### src/rtl/acia_rx_feeder_pkg.sv
// Shared types and constants for the ACIA receive feeder.
// Latency: n/a (declarations only).
// Backpressure: n/a.
//
// Contents:
//   rx_state_e           feeder FSM states (IDLE/POP/PACE)
//   STAT_*_BIT           6850 status register bit positions for the register mux
//   BYTE_CYCLES_DEFAULT  10 bit times at 7812.5 baud with a 32 MHz out_clk
//   pace_width()         counter width needed for a given character time
package acia_rx_pkg;

  typedef enum logic [1:0] {
    IDLE = 2'd0,
    POP  = 2'd1,
    PACE = 2'd2
  } rx_state_e;

  localparam int STAT_RDRF_BIT = 0;
  localparam int STAT_OVRN_BIT = 5;
  localparam int STAT_IRQ_BIT  = 7;

  localparam int BYTE_CYCLES_DEFAULT = 40960;

  // Never narrower than one bit, so a minimal BYTE_CYCLES=2 still builds.
  function automatic int pace_width(input int cycles);
    return (cycles > 2) ? $clog2(cycles) : 1;
  endfunction

endpackage

### src/rtl/acia_rx_feeder_if.sv
// Bundle between the feeder, the IO-controller FIFO read port and the ACIA CPU side.
// Latency: n/a (wires only).
// Backpressure: fifo_pop is the only flow control; the FIFO never sees a pop while empty.
//
// master: the feeder (drives fifo_pop and the receive register/flags)
// slave : the environment (FIFO head, CPU control strobes)
interface acia_rx_feeder_if #(
  parameter int DATA_WIDTH = 8
);
  import acia_rx_pkg::*;

  logic [DATA_WIDTH-1:0] fifo_data;
  logic                  fifo_available;
  logic                  fifo_pop;
  logic                  master_reset;
  logic                  cpu_rd_data;
  logic                  irq_enable;
  logic [DATA_WIDTH-1:0] rx_data;
  logic                  rdrf;
  logic                  ovrn;
  logic                  irq;

  modport master (
    input  fifo_data, fifo_available, master_reset, cpu_rd_data, irq_enable,
    output fifo_pop, rx_data, rdrf, ovrn, irq
  );

  modport slave (
    output fifo_data, fifo_available, master_reset, cpu_rd_data, irq_enable,
    input  fifo_pop, rx_data, rdrf, ovrn, irq
  );

endinterface

### src/rtl/acia_rx_feeder_byte_pacer.sv
// Loadable down-counter that enforces the emulated serial character time.
// Latency: load/decrement visible the cycle after the request.
// Backpressure: none; the caller decides when to load and decrement.
//
// Ports:
//   out_clk, reset  clock, synchronous active-high reset
//   clear_i         synchronous clear (ACIA master reset), wins over load/dec
//   load_i          load BYTE_CYCLES-2
//   dec_i           decrement, saturating at zero
//   zero_o          counter is zero now
//   last_o          counter will be zero after this cycle's decrement
module byte_pacer
  import acia_rx_pkg::*;
#(
  parameter int BYTE_CYCLES = BYTE_CYCLES_DEFAULT
) (
  input  logic out_clk,
  input  logic reset,
  input  logic clear_i,
  input  logic load_i,
  input  logic dec_i,
  output logic zero_o,
  output logic last_o
);

  localparam int CW = pace_width(BYTE_CYCLES);
  // The POP cycle and the PACE->IDLE cycle account for the other two cycles.
  localparam logic [CW-1:0] LOAD_VAL = CW'(BYTE_CYCLES - 2);
  localparam logic [CW-1:0] ONE      = CW'(1);

  logic [CW-1:0] cnt_q, cnt_d;

  always_comb begin
    cnt_d = cnt_q;
    if (clear_i) begin
      cnt_d = '0;
    end else if (load_i) begin
      cnt_d = LOAD_VAL;
    end else if (dec_i && (cnt_q != '0)) begin
      cnt_d = cnt_q - ONE;
    end
  end

  always_ff @(posedge out_clk) begin
    if (reset) begin
      cnt_q <= '0;
    end else begin
      cnt_q <= cnt_d;
    end
  end

  assign zero_o = (cnt_q == '0);
  assign last_o = (cnt_q <= ONE);

endmodule

### src/rtl/acia_rx_feeder.sv
// Pops the IO-controller byte FIFO into a 6850-style receive register at UART pace.
// Latency: fifo_available -> fifo_pop 1 cycle -> rdrf/rx_data 2 cycles; pops >= BYTE_CYCLES apart.
// Backpressure: ALLOW_OVERRUN=0 holds pops while rdrf=1; =1 pops on schedule and flags overrun.
//
// Ports:
//   out_clk        clock, shared with the FIFO read side
//   reset          synchronous active-high; clears everything including rx_data
//   bus (master)   FIFO head/available/pop, ACIA master_reset, cpu_rd_data,
//                  irq_enable, rx_data, rdrf, ovrn, irq
module acia_rx_feeder
  import acia_rx_pkg::*;
#(
  parameter int DATA_WIDTH    = 8,
  parameter int BYTE_CYCLES   = BYTE_CYCLES_DEFAULT,
  parameter bit ALLOW_OVERRUN = 1'b0
) (
  input  logic                 out_clk,
  input  logic                 reset,
  acia_rx_feeder_if.master     bus
);

  rx_state_e             state_q, state_d;
  logic                  fifo_pop_q, fifo_pop_d;
  logic [DATA_WIDTH-1:0] rx_data_q, rx_data_d;
  logic                  rdrf_q, rdrf_d;
  logic                  ovrn_q, ovrn_d;
  logic                  irq_q, irq_d;
  logic                  pace_load, pace_dec, pace_zero, pace_last;
  logic                  go;

  byte_pacer #(
    .BYTE_CYCLES (BYTE_CYCLES)
  ) u_pacer (
    .out_clk (out_clk),
    .reset   (reset),
    .clear_i (bus.master_reset),
    .load_i  (pace_load),
    .dec_i   (pace_dec),
    .zero_o  (pace_zero),
    .last_o  (pace_last)
  );

  assign go = bus.fifo_available && pace_zero && (ALLOW_OVERRUN || !rdrf_q);

  always_comb begin
    state_d    = state_q;
    fifo_pop_d = 1'b0;
    rx_data_d  = rx_data_q;
    rdrf_d     = rdrf_q;
    ovrn_d     = ovrn_q;
    pace_load  = 1'b0;
    pace_dec   = 1'b0;

    // A CPU read clears the flags; a capture in the same cycle re-sets rdrf below.
    if (bus.cpu_rd_data) begin
      rdrf_d = 1'b0;
      ovrn_d = 1'b0;
    end

    case (state_q)
      IDLE: begin
        if (go) begin
          state_d    = POP;
          fifo_pop_d = 1'b1;
        end
      end
      POP: begin
        // FIFO head is still valid here; its pointer moves at this same edge.
        pace_load = 1'b1;
        state_d   = PACE;
        if (!rdrf_q || bus.cpu_rd_data) begin
          rx_data_d = bus.fifo_data;
          rdrf_d    = 1'b1;
        end else begin
          ovrn_d = 1'b1;
        end
      end
      PACE: begin
        pace_dec = 1'b1;
        if (pace_last) begin
          state_d = IDLE;
        end
      end
      default: state_d = IDLE;
    endcase

    // ACIA master reset drops any in-flight byte but keeps the data register.
    if (bus.master_reset) begin
      state_d    = IDLE;
      fifo_pop_d = 1'b0;
      rx_data_d  = rx_data_q;
      rdrf_d     = 1'b0;
      ovrn_d     = 1'b0;
      pace_load  = 1'b0;
      pace_dec   = 1'b0;
    end

    irq_d = bus.irq_enable && (rdrf_d || ovrn_d);
  end

  always_ff @(posedge out_clk) begin
    if (reset) begin
      state_q    <= IDLE;
      fifo_pop_q <= 1'b0;
      rx_data_q  <= '0;
      rdrf_q     <= 1'b0;
      ovrn_q     <= 1'b0;
      irq_q      <= 1'b0;
    end else begin
      state_q    <= state_d;
      fifo_pop_q <= fifo_pop_d;
      rx_data_q  <= rx_data_d;
      rdrf_q     <= rdrf_d;
      ovrn_q     <= ovrn_d;
      irq_q      <= irq_d;
    end
  end

  assign bus.fifo_pop = fifo_pop_q;
  assign bus.rx_data  = rx_data_q;
  assign bus.rdrf     = rdrf_q;
  assign bus.ovrn     = ovrn_q;
  assign bus.irq      = irq_q;

endmodule

### src/flat_wrapper.sv
// flat-port wrapper written by rule: the top's interface ports become plain ports
module acia_rx_feeder_flat import acia_rx_pkg::*;
#(
  parameter int DATA_WIDTH    = 8,
  parameter int BYTE_CYCLES   = BYTE_CYCLES_DEFAULT,
  parameter bit ALLOW_OVERRUN = 1'b0
)
  (out_clk, reset, bus_fifo_data, bus_fifo_available, bus_master_reset, bus_cpu_rd_data, bus_irq_enable, bus_fifo_pop, bus_rx_data, bus_rdrf, bus_ovrn, bus_irq);
  acia_rx_feeder_if #(.DATA_WIDTH(DATA_WIDTH)) bus_i ();
  input  logic out_clk;
  input  logic reset;
  input wire logic [$bits(bus_i.fifo_data)-1:0] bus_fifo_data;
  input wire logic [$bits(bus_i.fifo_available)-1:0] bus_fifo_available;
  input wire logic [$bits(bus_i.master_reset)-1:0] bus_master_reset;
  input wire logic [$bits(bus_i.cpu_rd_data)-1:0] bus_cpu_rd_data;
  input wire logic [$bits(bus_i.irq_enable)-1:0] bus_irq_enable;
  output wire logic [$bits(bus_i.fifo_pop)-1:0] bus_fifo_pop;
  output wire logic [$bits(bus_i.rx_data)-1:0] bus_rx_data;
  output wire logic [$bits(bus_i.rdrf)-1:0] bus_rdrf;
  output wire logic [$bits(bus_i.ovrn)-1:0] bus_ovrn;
  output wire logic [$bits(bus_i.irq)-1:0] bus_irq;
  assign bus_i.fifo_data = bus_fifo_data;
  assign bus_i.fifo_available = bus_fifo_available;
  assign bus_i.master_reset = bus_master_reset;
  assign bus_i.cpu_rd_data = bus_cpu_rd_data;
  assign bus_i.irq_enable = bus_irq_enable;
  assign bus_fifo_pop = bus_i.fifo_pop;
  assign bus_rx_data = bus_i.rx_data;
  assign bus_rdrf = bus_i.rdrf;
  assign bus_ovrn = bus_i.ovrn;
  assign bus_irq = bus_i.irq;
  acia_rx_feeder #(.DATA_WIDTH(DATA_WIDTH), .BYTE_CYCLES(BYTE_CYCLES), .ALLOW_OVERRUN(ALLOW_OVERRUN)) u_core (.out_clk(out_clk), .reset(reset), .bus(bus_i));
endmodule
### config.mk
export PLATFORM = sky130hd
export DESIGN_NAME = acia_rx_feeder_flat
export DESIGN_NICKNAME = d
export VERILOG_FILES = /design/src/rtl/acia_rx_feeder_pkg.sv /design/src/rtl/acia_rx_feeder_if.sv /design/src/rtl/acia_rx_feeder_byte_pacer.sv /design/src/rtl/acia_rx_feeder.sv /design/src/flat_wrapper.sv
export SDC_FILE = /design/constraint.sdc
export NUM_CORES = 1
export LEC_CHECK = 0
export ABC_AREA = 1
export CAP_MARGIN = 10
export CORE_ASPECT_RATIO = 0.8
export CORE_MARGIN = 8
export CORE_UTILIZATION = 34
export DETAILED_ROUTE_END_ITERATION = 10
export GPL_TIMING_DRIVEN = 0
export PLACE_DENSITY_LB_ADDON = 0.1
export SETUP_SLACK_MARGIN = 0.5
export SLEW_MARGIN = 10
export SYNTH_ARGS = -nofsm -noshare
export SYNTH_HDL_FRONTEND = slang
export SYNTH_SLANG_ARGS = --single-unit
export TNS_END_PERCENT = 1
### constraint.sdc
create_clock -name out_clk -period 2.9 [get_ports out_clk]
set_input_delay 0.725 -clock out_clk [delete_from_list [all_inputs] [get_ports out_clk]]
set_output_delay 0.725 -clock out_clk [all_outputs]
set_load 0.05 [all_outputs]
-- Word-level counts from Yosys, hierarchy flattened
Cells that the tools add are included.
- bits in registers: 30
- $add $sub $neg: 1
- order comparisons: 1
- equal/unequal tests: 4
- mux-type cells: 18
- bitwise logic cells: 2
- reductions and logical operators: 16
- operator list (operator ; count):
    16-bit two-way mux ; 2
    16-bit by 1-bit <= comparator with 1-bit output, second input constant ; 1
    16-bit zero test ; 1
    16-bit nonzero test ; 1
    16-bit by 1-bit subtractor with 16-bit output, second input constant ; 1
    1-bit two-way mux ; 13
    2-bit case mux with 3 select lines ; 1
    3-bit OR reduction ; 2
    1-bit logical AND ; 4
    2-bit two-way mux ; 2
    2-bit by 1-bit != test with 1-bit output, second input constant ; 2
    3-bit AND reduction ; 1
    2-bit by 1-bit == test with 1-bit output, second input constant ; 1
    2-bit == test, second input constant ; 1
    2-bit zero test ; 1
    1-bit logical OR ; 2
    1-bit inverter ; 2
    2-bit AND reduction ; 1
    2-bit nonzero test ; 1
    2-bit OR reduction ; 1
    1-bit zero test ; 1

-- Logic depth before layout (Yosys ltp)
Gate-level depths: netlist (run 1).
- depth after elaboration: 7
- depth in mapped cells: 11
- depth with buffers taken out: 10

-- Hierarchy
From an unflattened synthesis (run 1), not the netlist that was laid out.
- cell total of the unflattened synthesis: 258
- area, all modules: 1694.1 um2
- modules (own cells, without submodules) (module ; instances ; cells an instance ; area each (um2)):
    byte_pacer ; 1 ; 174 ; 1083.5
    acia_rx_feeder ; 1 ; 84 ; 610.6

-- Worst setup path after synthesis (run 1)
Ideal clock, no wire load.
- path type: input -> register
- from: input bus_master_reset
- to: register u_core.u_pacer.cnt_q[5]
- arrival: 1419 ps
- data required time: 2791 ps
- slack: 1372 ps
- stages on the path: 9
- cell sequence: inv_1 nand2_1 inv_2 buf_2 nand3_1 nand2_1 nand3_1 nand2_1 inv_1
- word-level cells in the longest chain between the ends: 3
- elaborated cells between the ends (all ways): 6
- classes of those cells: mux (3); reduce/logical (3)
- ends and longest elaborated chain (what ; line ; source):
    start: declaration ; flat_wrapper.sv:14 ; input wire logic [$bits(bus_i.master_reset)-1:0] bus_master_reset;
    1-bit two-way mux ; acia_rx_feeder.sv:88 ; if (bus.master_reset) begin
    1-bit logical AND ; acia_rx_feeder_byte_pacer.sv:39 ; end else if (dec_i && (cnt_q != '0)) begin
    2-bit nonzero test (no source line) ; -- ;
    end signal: assignment ; acia_rx_feeder_byte_pacer.sv:48 ; cnt_q <= cnt_d;
    end: declaration ; acia_rx_feeder_byte_pacer.sv:31 ; logic [CW-1:0] cnt_q, cnt_d;
Several ways; a longest one is shown, not always the timed one.
A chain may end at the register's enable or synchronous reset.

-- Worst setup path after layout (run 1)
- from: register u_core.rx_data_q[2], in the netlist u_core.bus.rx_data[2]
- to: output bus_rx_data[2]
- RTL lines (what ; line ; source):
    start: declaration ; acia_rx_feeder.sv:24 ; logic [DATA_WIDTH-1:0] rx_data_q, rx_data_d;
    start signal: assignment ; acia_rx_feeder.sv:112 ; rx_data_q <= rx_data_d;
    end: declaration ; flat_wrapper.sv:18 ; output wire logic [$bits(bus_i.rx_data)-1:0] bus_rx_data;
No word-level cell between the ends.

==> results of run 1 <==
## worst max path at each step
| stage | to | slack [ps] |
|---|---|---|
| after floorplan | u_core.u_pacer.cnt_q[5]$_SDFFE_PP0P_ | 1370 |
| after global placement | u_core.bus.rx_data[3]$_SDFFE_PP0P_ | 620 |
| after detailed placement | u_core.bus.rx_data[3]$_SDFFE_PP0P_ | 600 |
| after CTS | bus_rx_data[4] | 740 |
| after global routing | bus_ovrn | 710 |
| final | bus_rx_data[2] | 760 |
## area by class of cell
| cell class | instances | area [um^2] |
|---|---|---|
| fillers | 494 | 2550 |
| well taps | 60 | 75.1 |
| flip-flops and latches | 30 | 601 |
| inverters | 32 | 120 |
| multi-input cells | 168 | 840 |
| repair buffers | 25 | 250 |
| clock buffers | 7 | 86.3 |
| clock inverters | 1 | 5.00 |
| plain buffers | 5 | 46.3 |
## state kept, by name (all words and copies together), names as in the netlist
register / flops
u_core.bus.rdrf: 1
u_core.u_pacer.cnt_q: 16
u_core.bus.fifo_pop: 1
u_core.bus.ovrn: 1
u_core.bus.rx_data: 8
u_core.bus.irq: 1
u_core.state_q: 2
## layer usage
metal | vias up | GRT usage [%]
met2 | 19 | 17.1
met4 | 0 | 3.37
met5 | - | 0
met1 | 705 | 15.5
met3 | 4 | 4.04
li1 | 805 | -
## stage by stage
stage	setup slack (ps)	hold slack [ps]	std cells	cell area, um^2	util, %
floorplan	1370	468	235	1610	-
global placement	617	485	320	1930	42.3
detailed placement	605	491	320	1930	42.3
CTS	743	502	328	2020	44.3
global route	707	543	328	2020	44.3
finish	759	500	328	2020	44.3
## cells in the final DEF (no fill, tap or decap)
cell and count:
inv_1 29, dfxtp_1 30, nand2_4 3, buf_2 1, clkdlybuf4s50_1 25, nor2_4 1
clkbuf_8 6, nor2_8 1, clkbuf_1 1, buf_6 3, a21oi_1 9, o21ai_1 1
nand4_1 9, nor2_2 4, xnor2_1 2, o311ai_0 1, xor2_1 3, ha_1 2
clkinv_2 1, inv_2 2, o211ai_2 1, nand3_1 16, nand2_2 2, o21ai_2 1
nand3_2 1, nor3_1 3, o21a_1 2, nand2_1 46, a31oi_1 1, buf_4 1
clkinv_1 1, nor2_1 50, o21ai_0 9
## logic make-up after synthesis
group | count (synthesis)
adder cells (fa/ha/maj) | 2
buffers and inverters | 37
AND/OR/NAND/NOR | 136
AO/OA/AOI/OAI | 25
flip-flops | 30
XOR/XNOR | 5
## power breakdown
| group | leakage, nW | internal [mW] | switching [mW] |
|---|---|---|---|
| Combinational | 0.672 | 0.0584 | 0.0928 |
| Sequential | 0.243 | 0.422 | 0.00590 |
| Clock | 0.0482 | 0.191 | 0.161 |
==> impl_metrics.csv, run 1 <==
group,metric,value,unit
synthesis,syn_inst,235,
worst_setup_path,r2r_start,"u_core.state_q[0]$_SDFFE_PP0P_",
routing,drtIter0Drc,67,
routing,wl_per_cell,12.2,um
routing,route.met2.wl,1.70,mm
sta,maxSlewHeadroom,66.2,%
synthesis,yosys.area_share.simple,38.9,%
synthesis,synth_warnings,0,
power_and_ir_drop,p_leak,0.962,nW
global_routing,grt_pass1_wl,6.78,mm
worst_setup_path,rrSetupSlack,1240,ps
synthesis,synth_mux_area_share,0,%
synthesis,synth_xor_area_share,2.73,%
routing,drc,0,
clock_network,ctsHoldBuffers,0,
outcome,outcome,"finished clean",
worst_setup_path,crit_cells,1,
worst_setup_path,r2r_end,"u_core.bus.rx_data[3]$_SDFFE_PP0P_",
placement,numPortBuffers,25,
sta,finalSetupViolations,0,
die,rows,22,
die,die_h,77.5,um
die,die_w,92.9,um
worst_setup_path,startpoint,"u_core.bus.rx_data[2]$_SDFFE_PP0P_",
routing,drtAntennaViolNets,0,
worst_setup_path,r2r_cells,7,
placement,place.gp.congestion,0.814,
clock_network,post_cts_buffers,0,
synthesis,yosysMostFrequentCell,"nor2_1",
clock_network,cts_root_buf,"clkbuf_8",
routing,viasPerCell,4.67,
sta,skew,3.67,ps
final_layout,drive_gt1_share,10.4,%
clock_network,cts_buffer_depth,2,
synthesis,syn_nets,251,
synthesis,ys.flop_type,"dfxtp_1",
die,die-area,7190,um^2
final_layout,syn_to_final_growth,25.9,%
worst_setup_path,cp_slowest_cell,"clkdlybuf4s50_1",
clock_network,cts_max_level,2,
synthesis,synth_compound_area_share,9.11,%
synthesis,synth_top_area_cell,"dfxtp_1",
worst_setup_path,worstSetupStartpointType,"flop",
job,drv_cap,0,
synthesis,synthArstFlopShare,0,%
global_routing,grt_overflow_total,0,
synthesis,ys_seq_elements,30,
worst_setup_path,path_class,"flop to output pin",
clock_network,cts_resized,0,
die,num_io_pins,26,
synthesis,synth-edff-count,0,
power_and_ir_drop,power,0.931,mW
routing,via_count,1533,
routing,dr.pass1.iters,4,
sta,rsz0062_at_grt,"no",
die,core_area,4570,um^2
worst_setup_path,cp_max_fo,2,
worst_setup_path,path_cells,"clkdlybuf4s50_1",
worst_setup_path,worst_path_largest_cell_delay,800,ps
synthesis,synth_common_cells,"50 x nor2_1, 46 x nand2_1, 30 x dfxtp_1, 29 x inv_1, 16 x nand3_1",
worst_setup_path,arrival,1420,ps
sta,setup-tns-final,0,ps
die,start_util,35.2,%
clock_network,cts_made_buffers,5,
synthesis,yosysTopAreaCellShare,37.4,%
worst_setup_path,worst-path-buf-inv,1,
final_layout,nets,283,
power_and_ir_drop,power.density,460,nW/um^2
synthesis,synth_area_leaders,"dfxtp_1 37%, nor2_1 12%, nand2_1 11%",
placement,hpwlAfterDp,3.01,mm
clock_network,clock_latency,280,ps
global_routing,antenna_found_initial,0,
sta,max_freq,467,MHz
global_routing,grt_pass1_vias,1423,
routing,topRoutingLayerUsed,"met4",
synthesis,synth.distinct_cells,29,
synthesis,syn_avg_cell_area,6.84,um^2
synthesis,seq_area_frac_synth,37.4,%
sta,fin_crit,2140,ps
clock_network,cts.sinks,30,
worst_setup_path,cp-end-kind,"output pin",
min_path,whs_endpoint,"u_core.u_pacer.cnt_q[9]$_SDFFE_PP0P_",
min_path,min_from,"u_core.u_pacer.cnt_q[9]$_SDFFE_PP0P_",
routing,totalWireLength,3.99,mm
synthesis,synth-adder-area-share,1.56,%
min_path,hold_depth,2,
routing,met1_length,2.09,mm
sta,hold_viol,0,
power_and_ir_drop,ir_drop,0.230,mV
synthesis,synth_top_family_by_area,"simple AND/OR/NAND/NOR gates",
final_layout,diodes,0,
global_routing,grt_max_degree,11,
clock_network,clk_pin_slew,70,ps
worst_setup_path,required,2170,ps
sta,drv_slew,0,
worst_setup_path,cpLargestDelayFamily,"buffers and inverters",
clock_network,cts_tree,"yes",
routing,met3WireLength,180,um
global_routing,grt_use_total,11.6,%
synthesis,synth_area,1610,um^2
sta,worst_slew_pin_slew,505,ps
sta,min_period_over_period,73.8,%
min_path,min_path_type,"flop to flop",
No activity file was read; power rests on OpenSTA's default activity.
==> inputs of run 2 (changes only) <==
Clock period 2.9 ns to 2 ns, I/O delays scaled along.
==> run 2 against run 1 <==
Net effect:
- final area is 2.7% higher
- clock skew is 1.6 ps lower
- wire length up 1.6%
- register-to-register slack got worse by 760 ps
- die area unchanged
- first-iteration DRC count increased by 12%
- worst hold slack worse by 4.0 ps
- global-route usage rose by 0.16 points
==> impl_metrics.csv, run 2 (synthesized netlist as in run 1, its figures left out) <==
group,metric,value,unit
die,start_util,35.2,%
global_routing,grt_pass1_wl,6.86,mm
routing,route.met2.wl,1.72,mm
routing,wl_per_cell,12.2,um
routing,met3WireLength,168,um
sta,skew,2.07,ps
worst_setup_path,cp-end-kind,"output pin",
final_layout,syn_to_final_growth,29.4,%
die,core_area,4570,um^2
placement,numPortBuffers,25,
routing,totalWireLength,4.06,mm
sta,drv_slew,0,
sta,fin_crit,1610,ps
final_layout,nets,287,
clock_network,cts_max_level,2,
clock_network,cts_buffer_depth,2,
outcome,outcome,"finished clean",
worst_setup_path,worst_path_largest_cell_delay,500,ps
power_and_ir_drop,ir_drop,0.336,mV
final_layout,drive_gt1_share,13.6,%
worst_setup_path,r2r_start,"u_core.u_pacer.cnt_q[0]$_SDFFE_PP0P_",
clock_network,cts_made_buffers,5,
final_layout,regMostFlops,"u_core.u_pacer.cnt_q",
placement,hpwlAfterDp,3.01,mm
job,drv_cap,0,
global_routing,grt_pass1_vias,1439,
die,rows,22,
worst_setup_path,rrSetupSlack,480,ps
worst_setup_path,worst-path-buf-inv,1,
worst_setup_path,worstSetupStartpointType,"flop",
worst_setup_path,path_cells,"clkdlybuf4s15_1",
sta,min_period_over_period,80.4,%
min_path,min_path_type,"flop to flop",
routing,viasPerCell,4.71,
final_layout,layout_common_cells,"50 x nor2_1, 46 x nand2_1, 30 x dfxtp_1, 27 x inv_1, 16 x nand3_1",
final_layout,fillers,498,
power_and_ir_drop,power.density,652,nW/um^2
routing,drtIter0Drc,75,
clock_network,clock_latency,280,ps
final_layout,diodes,0,
final_layout,largest_register_ffs,16,
sta,max_freq,622,MHz
routing,via_count,1564,
die,num_io_pins,26,
final_layout,stdcell_area,2080,um^2
global_routing,grt_max_degree,11,
final_layout,area.sequential,601,um^2
die,die_w,92.9,um
worst_setup_path,crit_end,"bus_rx_data[2]",
clock_network,ctsHoldBuffers,0,
placement,place.gp.congestion,0.814,
global_routing,grt_use_total,11.8,%
worst_setup_path,arrival,1110,ps
routing,drc,0,
worst_setup_path,startpoint,"u_core.bus.rx_data[2]$_SDFFE_PP0P_",
clock_network,cts_root_buf,"clkbuf_8",
sta,hold_viol,0,
routing,drtAntennaViolNets,0,
power_and_ir_drop,p_leak,1.01,nW
clock_network,cts_tree,"yes",
routing,met1_length,2.15,mm
global_routing,grt_overflow_total,0,
worst_setup_path,r2r_cells,10,
worst_setup_path,cpLargestDelayFamily,"buffers and inverters",
clock_network,clk_pin_slew,70,ps
final_layout,layout.cells.non_filler,332,
routing,topRoutingLayerUsed,"met4",
sta,finalSetupViolations,0,
final_layout,multi_input_area,862,um^2
routing,dr.pass1.iters,4,
sta,worst_slew_pin_slew,495,ps
clock_network,cts.sinks,30,
global_routing,antenna_found_initial,0,
die,die-area,7190,um^2
worst_setup_path,cp_max_fo,2,
placement,placed_cell_area,1930,um^2
worst_setup_path,required,1500,ps
worst_setup_path,path_class,"flop to output pin",
final_layout,mostFrequentLayoutCell,"nor2_1",
power_and_ir_drop,power,1.35,mW
worst_setup_path,cp_slowest_cell,"clkdlybuf4s15_1",
sta,maxSlewHeadroom,67.1,%
die,die_h,77.5,um
placement,dp.cells,320,
sta,rsz0062_at_grt,"yes",
worst_setup_path,r2r_end,"u_core.u_pacer.cnt_q[3]$_SDFFE_PP0P_",
worst_setup_path,crit_cells,1,
run 2: through the flow:
stage	util (%)	hold slack (ps)	setup slack, ps	setup TNS (ps)
6_report	45.5	496	391	0
2_1_floorplan	-	468	559	0
3_3_place_gp	42.3	485	-57.9	-421
5_1_grt	45.5	543	335	0
3_5_place_dp	42.3	491	-70.0	-448
4_1_cts	44.8	502	374	0
run 2: timing repair:
action                                  4_1_cts  5_1_grt
resized for setup                            26        7
setup buffers                                 2        2
pin swaps                                     1        1
endpoints found under the setup margin       36       39
run 2: how the worst min path moves through the flow:
| stage | from | to | slack [ps] | depth (start not counted) |
|---|---|---|---|---|
| after global routing | u_core.u_pacer.cnt_q[14]$_SDFFE_PP0P_ | u_core.u_pacer.cnt_q[14]$_SDFFE_PP0P_ | 540 | 2 |
| after floorplan | u_core.u_pacer.cnt_q[9]$_SDFFE_PP0P_ | u_core.u_pacer.cnt_q[9]$_SDFFE_PP0P_ | 470 | 2 |
| after global placement | u_core.u_pacer.cnt_q[9]$_SDFFE_PP0P_ | u_core.u_pacer.cnt_q[9]$_SDFFE_PP0P_ | 490 | 2 |
| after CTS | u_core.u_pacer.cnt_q[9]$_SDFFE_PP0P_ | u_core.u_pacer.cnt_q[9]$_SDFFE_PP0P_ | 500 | 2 |
| after detailed placement | u_core.u_pacer.cnt_q[9]$_SDFFE_PP0P_ | u_core.u_pacer.cnt_q[9]$_SDFFE_PP0P_ | 490 | 2 |
| final | u_core.u_pacer.cnt_q[9]$_SDFFE_PP0P_ | u_core.u_pacer.cnt_q[9]$_SDFFE_PP0P_ | 500 | 2 |
run 2: routing by layer:
layer / GRT usage (%) / vias to the layer above
li1: - / 823
met1: 15.7 / 724
met2: 17.4 / 15
met3: 4.04 / 2
met4: 3.37 / 0
met5: 0 / -
run 2: layout make-up:
class	instances	share of cell area, %
repair buffers	29	13.2
clock buffers	7	4.15
plain buffers	5	2.53
flip-flops and latches	30	28.9
well taps	60	3.61
clock inverters	1	0.241
multi-input cells	168	41.5
inverters	32	5.90
run 2: power breakdown:
part	switching, mW	internal (mW)
clock	0.230	0.277
sequential	0.00850	0.611
combinational	0.138	0.0886
